## src/rtl/encoder_scan_ctrl.sv

```systemverilog
// Round-robin encoder edge counter: one gated rising-edge counter is time-shared
// across NCH synchronized inputs, and each result is delivered on a valid/ready port.
module encoder_scan_ctrl #(
    parameter int NCH    = 4,
    parameter int CW     = 8,
    parameter int GW     = 8,
    parameter int SETTLE = 2,
    localparam int CHW   = (NCH > 1) ? $clog2(NCH) : 1
) (
    input  logic           OUT_CLK,
    input  logic           RST,
    input  logic           en,
    input  logic [GW-1:0]  gate_len,
    input  logic [NCH-1:0] A,
    input  logic           res_ready,
    output logic           res_valid,
    output logic [CHW-1:0] res_ch,
    output logic [CW-1:0]  res_count,
    output logic           res_ovf,
    output logic           busy,
    output logic [CHW-1:0] ch_sel
);

    localparam int SW = (SETTLE > 1) ? $clog2(SETTLE) : 1;

    typedef enum logic [1:0] {
        ST_IDLE,
        ST_SETTLE,
        ST_GATE,
        ST_HOLD
    } state_t;

    state_t         state_q;
    logic [NCH-1:0] sync1_q, sync2_q, sync3_q;
    logic [CHW-1:0] chSel_q;
    logic [GW-1:0]  gl_q;
    logic [GW-1:0]  gateCnt_q;
    logic [SW-1:0]  settleCnt_q;
    logic [CW-1:0]  cnt_q, cnt_d;
    logic           ovf_q, ovf_d;
    logic           resValid_q;
    logic [CHW-1:0] resCh_q;
    logic [CW-1:0]  resCount_q;
    logic           resOvf_q;

    logic [NCH-1:0] edgeVec;
    logic           edgeSel;
    logic [GW-1:0]  glEff;
    logic [CHW-1:0] chNext;

    assign edgeVec = sync2_q & ~sync3_q;
    assign edgeSel = edgeVec[chSel_q];
    assign glEff   = (gate_len == '0) ? GW'(1) : gate_len;
    assign chNext  = (chSel_q == CHW'(NCH - 1)) ? '0 : chSel_q + 1'b1;

    // Saturating count: once at all-ones further edges only raise the overflow flag.
    always_comb begin
        cnt_d = cnt_q;
        ovf_d = ovf_q;
        if (edgeSel) begin
            if (cnt_q == '1) begin
                ovf_d = 1'b1;
            end else begin
                cnt_d = cnt_q + 1'b1;
            end
        end
    end

    always_ff @(posedge OUT_CLK or posedge RST) begin
        if (RST) begin
            state_q     <= ST_IDLE;
            sync1_q     <= '0;
            sync2_q     <= '0;
            sync3_q     <= '0;
            chSel_q     <= '0;
            gl_q        <= '0;
            gateCnt_q   <= '0;
            settleCnt_q <= '0;
            cnt_q       <= '0;
            ovf_q       <= 1'b0;
            resValid_q  <= 1'b0;
            resCh_q     <= '0;
            resCount_q  <= '0;
            resOvf_q    <= 1'b0;
        end else begin
            sync1_q <= A;
            sync2_q <= sync1_q;
            sync3_q <= sync2_q;
            case (state_q)
                ST_IDLE: begin
                    if (en) begin
                        state_q     <= ST_SETTLE;
                        settleCnt_q <= '0;
                        gl_q        <= glEff;
                    end
                end
                ST_SETTLE: begin
                    cnt_q <= '0;
                    ovf_q <= 1'b0;
                    if (settleCnt_q == SW'(SETTLE - 1)) begin
                        state_q   <= ST_GATE;
                        gateCnt_q <= '0;
                    end else begin
                        settleCnt_q <= settleCnt_q + 1'b1;
                    end
                end
                ST_GATE: begin
                    cnt_q <= cnt_d;
                    ovf_q <= ovf_d;
                    // The final gate cycle's edge is folded straight into the result.
                    if (gateCnt_q == gl_q - GW'(1)) begin
                        state_q    <= ST_HOLD;
                        resValid_q <= 1'b1;
                        resCount_q <= cnt_d;
                        resOvf_q   <= ovf_d;
                        resCh_q    <= chSel_q;
                    end else begin
                        gateCnt_q <= gateCnt_q + 1'b1;
                    end
                end
                ST_HOLD: begin
                    if (res_ready) begin
                        resValid_q <= 1'b0;
                        chSel_q    <= chNext;
                        if (en) begin
                            state_q     <= ST_SETTLE;
                            settleCnt_q <= '0;
                            gl_q        <= glEff;
                        end else begin
                            state_q <= ST_IDLE;
                        end
                    end
                end
                default: state_q <= ST_IDLE;
            endcase
        end
    end

    assign res_valid = resValid_q;
    assign res_ch    = resCh_q;
    assign res_count = resCount_q;
    assign res_ovf   = resOvf_q;
    assign busy      = (state_q != ST_IDLE);
    assign ch_sel    = chSel_q;

endmodule

```

## config.mk

```make
export PLATFORM = sky130hd
export DESIGN_NAME = encoder_scan_ctrl
export DESIGN_NICKNAME = d
export VERILOG_FILES = /design/src/rtl/encoder_scan_ctrl.sv
export SDC_FILE = /design/constraint.sdc
export NUM_CORES = 1
export LEC_CHECK = 0
export BUFFER_PORTS_ARGS = -buffer_cell sky130_fd_sc_hd__buf_2
export CORE_UTILIZATION = 35
export DETAILED_ROUTE_END_ITERATION = 10
export HOLD_SLACK_MARGIN = 0.05
export MAX_ROUTING_LAYER = met4
export PLACE_DENSITY = 0.53
export SETUP_SLACK_MARGIN = 0.5
export SYNTH_ARGS = -nofsm -noshare
export SYNTH_HDL_FRONTEND = slang
export SYNTH_SLANG_ARGS = --single-unit
export TNS_END_PERCENT = 5
```

## constraint.sdc

```tcl
create_clock -name OUT_CLK -period 7.1 [get_ports OUT_CLK]
set_clock_uncertainty 0.05 [all_clocks]
set_input_delay 1.065 -clock OUT_CLK [delete_from_list [all_inputs] [get_ports OUT_CLK]]
set_output_delay 1.065 -clock OUT_CLK [all_outputs]
set_load 0.02 [all_outputs]
```

* Word level (Yosys, flattened, before mapping) *
Index checks and enable logic that the tools add are counted.

word-level totals
  word-level logic and storage cells = 76
  input bits = 16
  output and inout bits = 15
  bits in registers = 54

operators by class
  bitwise operators = 2
  mux-type cells = 29
  equality and inequality tests = 11
  add/sub/neg operators = 5
  reductions and logical operators = 14
  order comparisons = 1

operators with widths
  cell                                                                           number
  8-bit two-way mux                                                              7
  8-bit case mux with 2 select lines                                             3
  8-bit by 1-bit adder with 8-bit output (second input constant)                 2
  2-bit two-way mux                                                              5
  2-bit != test (second input constant)                                          5
  1-bit two-way mux                                                              9
  8-bit equality test                                                            1
  8-bit equality test (second input constant)                                    1
  8-bit zero test                                                                1
  2-bit case mux with 4 select lines                                             1
  2-bit AND reduction                                                            4
  2-bit nonzero test                                                             4
  8-bit by 1-bit subtractor with 8-bit output (second input constant)            1
  2-bit equality test (second input constant)                                    3
  3-bit AND reduction                                                            2
  4-bit AND                                                                      1
  4-bit inverter                                                                 1
  1-bit case mux with 2 select lines                                             2
  4-bit AND reduction                                                            1
  2-bit by 3-bit less-than comparator with 1-bit output (second input constant)  1
  1-bit case mux with 3 select lines                                             1
  3-bit nonzero test                                                             1
  2-bit by 1-bit adder with 2-bit output (second input constant)                 1
  1-bit binary-select mux with 2-bit select                                      1
  3 further kinds                                                                3

* Depth between registers and ports, before layout *
Gate-level depths: netlist of the first run.

  word-level depth = 6
  depth in mapped cells = 10
  mapped depth without buffers = 8

* Worst setup path before layout of the first run *
OpenSTA, ideal clock, no wires.

  kind = register -> register
  from = register gl_q[0]
  to = register resCh_q[0], in the netlist res_ch[0]
  data arrival time = 2.237 ns
  data required time = 6.925 ns
  setup time = 0.125 ns
  cell stages (with the launch flop) = 10
  buffers on the path = 1
  period minus slack after synthesis = 2.411 ns
  path slack = 4.689 ns
  path through = dfrtp_1 > inv_1 > ha_1 > buf_2 > or2_0 > a2111oi_0 > o21ai_0 > a21oi_2 > nand2_4 > mux2_2

on the way
  cells in the longest elaborated chain, start to end = 3

RTL lines
  what                                         line  source
  start, declared                              36    logic [GW-1:0] gl_q;
  start signal, assigned                       94    gl_q <= glEff;
  start signal, assigned                       128   gl_q <= glEff;
  8-bit by 1-bit subtractor with 8-bit output  111   if (gateCnt_q == gl_q - GW'(1)) begin
  8-bit equality test                          111
  2-bit AND reduction (no source line)         --
  end signal, assigned                         116   resCh_q <= chSel_q;
  end, declared                                42    logic [CHW-1:0] resCh_q;

Every way passes these cells.
A chain may end at the register's enable or synchronous reset.

* Worst setup path after layout of the first run *
  from = register gl_q[0]
  to = register resCount_q[5], in the netlist res_count[5]

on the way
  cells in the longest elaborated chain, start to end = 3

RTL lines
  what                                         line  source
  8-bit by 1-bit subtractor with 8-bit output  111
  8-bit equality test                          111
  2-bit AND reduction (no source line)         --
  end signal, assigned                         114   resCount_q <= cnt_d;
  end, declared                                43    logic [CW-1:0] resCount_q;

Every way passes these cells.

==> flow_summary.ini, run 1 <==
[drt]
drc = 0
viasPerCell = 5.14
ant_nets = 0
vias = 2076
drtPass1Iterations = 4
wl_per_cell_um = 14.1
drtIter0Drc = 103
drt_wl_total_mm = 5.70

[clocking]
cts.clk_slew.worst_paths_ps = 110
post_cts_buffers = 0
cts.sinks = 54
cts_buffer_depth = 2
cts_buffers = 5
cts_hold_buffers = 0
cts_tree = yes
ctsHtreeMaxLevel = 2
cts_resized = 0
clk_latency_ps = 310
cts_root_buf = clkbuf_8

[die]
rows = 32
die_area_um2 = 8650
die_height_um = 93.0
ios = 31
chipWidth_um = 93.0
start_util_pct = 36.8
core_region_area_um2 = 7890

[timing]
report.final.slew_viol_count = 0
fmax_mhz = 331
timing.final.hold_violations = 0
finalSetupTns_ps = 0
tightest_slew_ps = 940
rsz0062_at_grt = no
finalSetupViolCount = 0
period_share_pct = 42.6
post-route-min-period_ps = 3020
setup_ws_ps = 4080
slew_headroom_pct = 37.3

[status]
status = finished, final reports clean

[grt]
antenna_found_initial = 0
grt_first_pass_wirelength_mm = 9.80
grt-ovfl-total = 0
grtUsageTotal_pct = 14.9
grt_pass1_vias = 1975
grt_max_degree = 55

[min_path]
worstHoldPathType = flop to flop

[cells_and_area]
insertedDiodeCount = 0
area_growth_pct = 12.4
drive_gt1_share_pct = 24.2
final_nets = 326
fillerInstances = 775
final_core_util_pct = 41.3
final_common_cell = dfrtp_1
design_area_um2 = 3260
final_cell_mix = 54 x dfrtp_1, 30 x buf_2, 24 x nand2_1
layout.cells.non_filler = 404

[yosys]
yosysWarnings = 0
syn_area_um2 = 2900
avgSynthCellArea_um2 = 10.7
ys_seq_elements = 54
synth_ff_type = dfrtp_1
synth_edf_count = 0
synth_fp_nets = 297
yosysSeqAreaShare_pct = 46.6
synth.distinct_cells = 51
syn_inst = 272
synthArstFlopShare_pct = 100

[worst_setup_path]
crit_path_max_fanout = 17
arrival_ps = 3180
cp-start-kind = flop
critPathKind = flop to flop
cp-end-kind = flop
critPathRequiredTime_ps = 7250

[power]
vdd_drop_max_v = 0.000190
p_sw_share_pct = 42.2
leakagePower_nw = 1.51
p_int_uw = 673
switching_power_uw = 493
seq_power_share_pct = 38.3
p_comb_share_pct = 42.9
p_per_area_nw_per_um2 = 358
clock_power_share_pct = 18.8

[run]
maxCapViolations = 0

[place]
hpwl_mm = 4.06
place_congestion = 0.808
post_dp_cell_area_um2 = 3140
portBuffers = 30
post-place-cells = 396
post-place-ws_ps = 4090
-- per-layer routing --
metal  up-vias  GRT usage, %  part of all wire, %
met4         0          5.38                  1.6
met1      1010          20.9                   51
met3         6          2.44                  3.0
li1       1028             -                    -
met2        32          21.8                   44
met5         -             -                    0
-- worst paths after layout --
| path | slack [ps] | cells past startpoint | endpoint | start |
|---|---|---|---|---|
| setup / recovery | 4080 | 8 | res_count[5] | gl_q[0] |
| hold / removal | 310 | 0 | sync2_q[1] | sync1_q[1] |
| setup reg to reg | 4080 | 8 | res_count[5] | gl_q[0] |
| hold reg to reg | 310 | 0 | sync2_q[1] | sync1_q[1] |
| max in group asynchronous | 5680 | 3 | res_count[5] | RST |
| min in group asynchronous | 870 | 3 | settleCnt_q | RST |
-- state kept, by name (all words and copies together), names as in the netlist --
register     cells
res_ch           2
res_valid        1
cnt_q            8
res_ovf          1
ovf_q            1
res_count        8
state_q          2
sync1_q          4
gateCnt_q        8
sync2_q          4
sync3_q          4
settleCnt_q      1
gl_q             8
ch_sel           2
-- Yosys cell counts, types with 3 or more instances --
library cell / n / area [um^2]
dfrtp_1: 54 / 1350
nand2_1: 24 / 90.1
mux2_2: 19 / 214
a21oi_1: 16 / 80.1
nor2_1: 14 / 52.6
inv_1: 11 / 41.3
nand2b_1: 11 / 68.8
ha_1: 9 / 113
mux2i_1: 9 / 90.1
xor2_1: 9 / 78.8
nand3_1: 8 / 40.0
o21ai_0: 7 / 35.0
clkbuf_1: 6 / 22.5
nor3_1: 6 / 30.0
xnor2_1: 6 / 52.6
and4_1: 5 / 43.8
nand4_1: 5 / 31.3
nand3b_1: 4 / 30.0
o2bb2ai_1: 4 / 35.0
a21o_1: 3 / 22.5
a31oi_1: 3 / 18.8
nor2b_1: 3 / 18.8
-- through the flow --
step	hold slack, ps	total power, mW
floorplan	281	0.831
global placement	281	0.951
detailed placement	286	0.956
CTS	311	1.18
global route	316	1.26
finish	308	1.17
-- worst max-delay path: stages, from the launching register on --
cell       delay (ps)
dfrtp_1           440
inv_1             100
ha_1              320
and3b_2           220
o21ai_0            70
a31o_2            230
a2111oi_4         850
nand2_4           270
mux2_2            350
-- power by group through the flow --
stage / clock network [mW] / registers, mW / logic (mW)
2_1_floorplan: 0 / 0.455 / 0.376
3_3_place_gp: 0 / 0.452 / 0.499
3_5_place_dp: 0 / 0.453 / 0.503
4_1_cts: 0.225 / 0.447 / 0.506
5_1_grt: 0.236 / 0.459 / 0.561
6_report: 0.219 / 0.447 / 0.500
-- logic make-up after synthesis --
logic type	count (synthesis)	share of synthesized area [%]
simple gates	92	17.7
flops	54	46.6
compound gates	53	13.2
mux	29	11.3
buf+inv	20	2.89
xor+xnor	15	4.53
fa+ha+maj	9	3.88
-- layout make-up --
cell class	instances	area, um^2	area share (%)
Multi-Input combinational cell	198	1470	45.0
Clock buffer	5	68.8	2.11
Tap cell	102	128	3.92
Inverter	11	41.3	1.27
Sequential cell	54	1350	41.5
Clock inverter	3	47.5	1.46
Timing Repair Buffer	31	158	4.84
Power figures use the tool's default switching activity.
==> inputs of run 2 (changes only) <==
==> constraint.sdc (replaced) <==
create_clock -name OUT_CLK -period 3.15 [get_ports OUT_CLK]
set_clock_uncertainty 0.05 [all_clocks]
set_input_delay 0.4725 -clock OUT_CLK [delete_from_list [all_inputs] [get_ports OUT_CLK]]
set_output_delay 0.4725 -clock OUT_CLK [all_outputs]
set_load 0.02 [all_outputs]
==> run 2 against run 1 <==
  * Wire length is 2.0% higher
  * Worst hold slack worse by 130 ps
  * Flip-flop and latch count stayed put
  * Sequential power is 130% higher
  * Core utilization is 0.81 points higher
  * Largest cell class unchanged
  * Highest routed layer unchanged
  * Clock-buffer cell count stayed put
  * Fmax is 22% higher
  * Final cell count is 2.0% higher
  * Total power is 130% higher
  * Critical path depth stayed put
==> flow_summary.ini, run 2 (synthesis gave the netlist of run 1 again) <==
[drt]
viasPerCell = 5.15
drt_wl_total_mm = 5.82
wl_per_cell_um = 14.1
drc = 0
ant_nets = 0
drtIter0Drc = 129
drtPass1Iterations = 4
vias = 2122

[die]
core_region_area_um2 = 7890
chipWidth_um = 93.0
die_height_um = 93.0
die_area_um2 = 8650
ios = 31
rows = 32
start_util_pct = 36.8

[worst_setup_path]
path_cells = inv_1 > ha_1 > or2_0 > a2111oi_1 > o21ai_1 > a21oi_2 > nand2_4 > mux2_2
cp-end-kind = flop
rrSetupSlack_ps = 670
r2r_start = gl_q[0]
cp-start-kind = flop
slowest_stage = dfrtp_1
crit_path_start = gl_q[0]
timing.rr.end = res_count[7]
arrival_ps = 2640
endpoint = res_count[7]
max_stage_delay_ps = 430
critPathKind = flop to flop
critPathRequiredTime_ps = 3310
crit_path_max_fanout = 10
reg2regPathDepth = 8

[power]
p_per_area_nw_per_um2 = 805
leakagePower_nw = 1.55
vdd_drop_max_v = 0.000327

[place]
portBuffers = 30
hpwl_mm = 4.24
place_congestion = 0.893

[clocking]
cts_buffer_depth = 2
cts_buffers = 5
cts.clk_slew.worst_paths_ps = 110
cts_tree = yes
cts_root_buf = clkbuf_8
ctsHtreeMaxLevel = 2
cts.sinks = 54
clk_latency_ps = 310

[timing]
finalSetupViolCount = 0
rsz0062_at_grt = no
tightest_slew_ps = 623
fmax_mhz = 404
finalSetupTns_ps = 0
slew_headroom_pct = 58.4
report.final.slew_viol_count = 0
timing.hold.ws_ps = 174
timing.final.hold_violations = 0
post-route-min-period_ps = 2480
period_share_pct = 78.6

[cells_and_area]
final_cell_mix = 54 x dfrtp_1, 30 x buf_2, 23 x nand2_1
final_nets = 334
drive_gt1_share_pct = 26.5
insertedDiodeCount = 0
final_common_cell = dfrtp_1
area_growth_pct = 14.6
final_core_util_pct = 42.1

[min_path]
worstHoldPathType = input port to async pin

[grt]
antenna_found_initial = 0
grt_pass1_vias = 1990
grtUsageTotal_pct = 14.9
grt_max_degree = 31
grt-ovfl-total = 0
grt_first_pass_wirelength_mm = 9.80

[run]
maxCapViolations = 0

[status]
status = finished, final reports clean
run 2: cell count changes in the layout (fill, tap and decap cells not counted):
| cell | previous run | this run |
|---|---|---|
| a2111oi_0 | 2 | 1 |
| a2111oi_1 | 0 | 1 |
| buf_4 | 1 | 9 |
| clkinv_4 | 0 | 1 |
| inv_6 | 2 | 1 |
| nand2_1 | 24 | 23 |
| nand2_2 | 0 | 1 |
| o21ai_0 | 7 | 6 |
| o21ai_1 | 0 | 1 |
run 2: worst min path at each step:
stage                     slack, ps          to  depth (start not counted)
final                           170  sync1_q[1]                          2
after global routing            190  sync1_q[3]                          1
after CTS                       190  state_q[1]                          2
after detailed placement        290  sync2_q[0]                          0
after global placement          280  sync2_q[1]                          0
after floorplan                 280  sync2_q[0]                          0
run 2: metal layers:
| metal | share of wire (%) | routed length, um | GRT usage (%) |
|---|---|---|---|
| met4 | 1.3 | 76 | 5.26 |
| met2 | 44 | 2580 | 21.3 |
| met1 | 52 | 3020 | 21.3 |
| met5 | 0 | 0 | - |
| met3 | 2.5 | 145 | 2.44 |
run 2: stage by stage:
stage	worst slack [ps]	cells	area (um^2)	power, mW
5_1_grt	515	412	3320	2.87
3_5_place_dp	403	401	3180	2.19
4_1_cts	623	412	3320	2.69
6_report	675	412	3320	2.68
3_3_place_gp	514	401	3180	2.17
2_1_floorplan	739	272	2900	1.87
run 2: repair_timing:
item,CTS,global route
hold buffers,0,0
buffers inserted,3,0
gates cloned,0,0
setup endpoints to repair,15,20
pin swaps,1,0
gates resized for setup,0,3
run 2: final cells by class:
| type | instances | area [um^2] |
|---|---|---|
| Multi-Input combinational cell | 198 | 1470 |
| Fill cell | 757 | 4560 |
| Timing Repair Buffer | 39 | 218 |
| Tap cell | 102 | 128 |
| Clock inverter | 3 | 47.5 |
| Sequential cell | 54 | 1350 |
| Clock buffer | 5 | 68.8 |
| Inverter | 11 | 41.3 |
run 2: report_power, final:
| group | total, mW | internal [mW] | switching (mW) |
|---|---|---|---|
| sequential | 1.01 | 0.832 | 0.175 |
| clock | 0.489 | 0.241 | 0.248 |
| combinational | 1.18 | 0.479 | 0.701 |
run 2: worst max-delay path, delay by kind of cell, from the launching register on:
family,cells,cell delay (ps)
mux,1,310
flops,1,430
simple gates,2,400
buf+inv,1,80
fa+ha+maj,1,310
compound gates,3,810
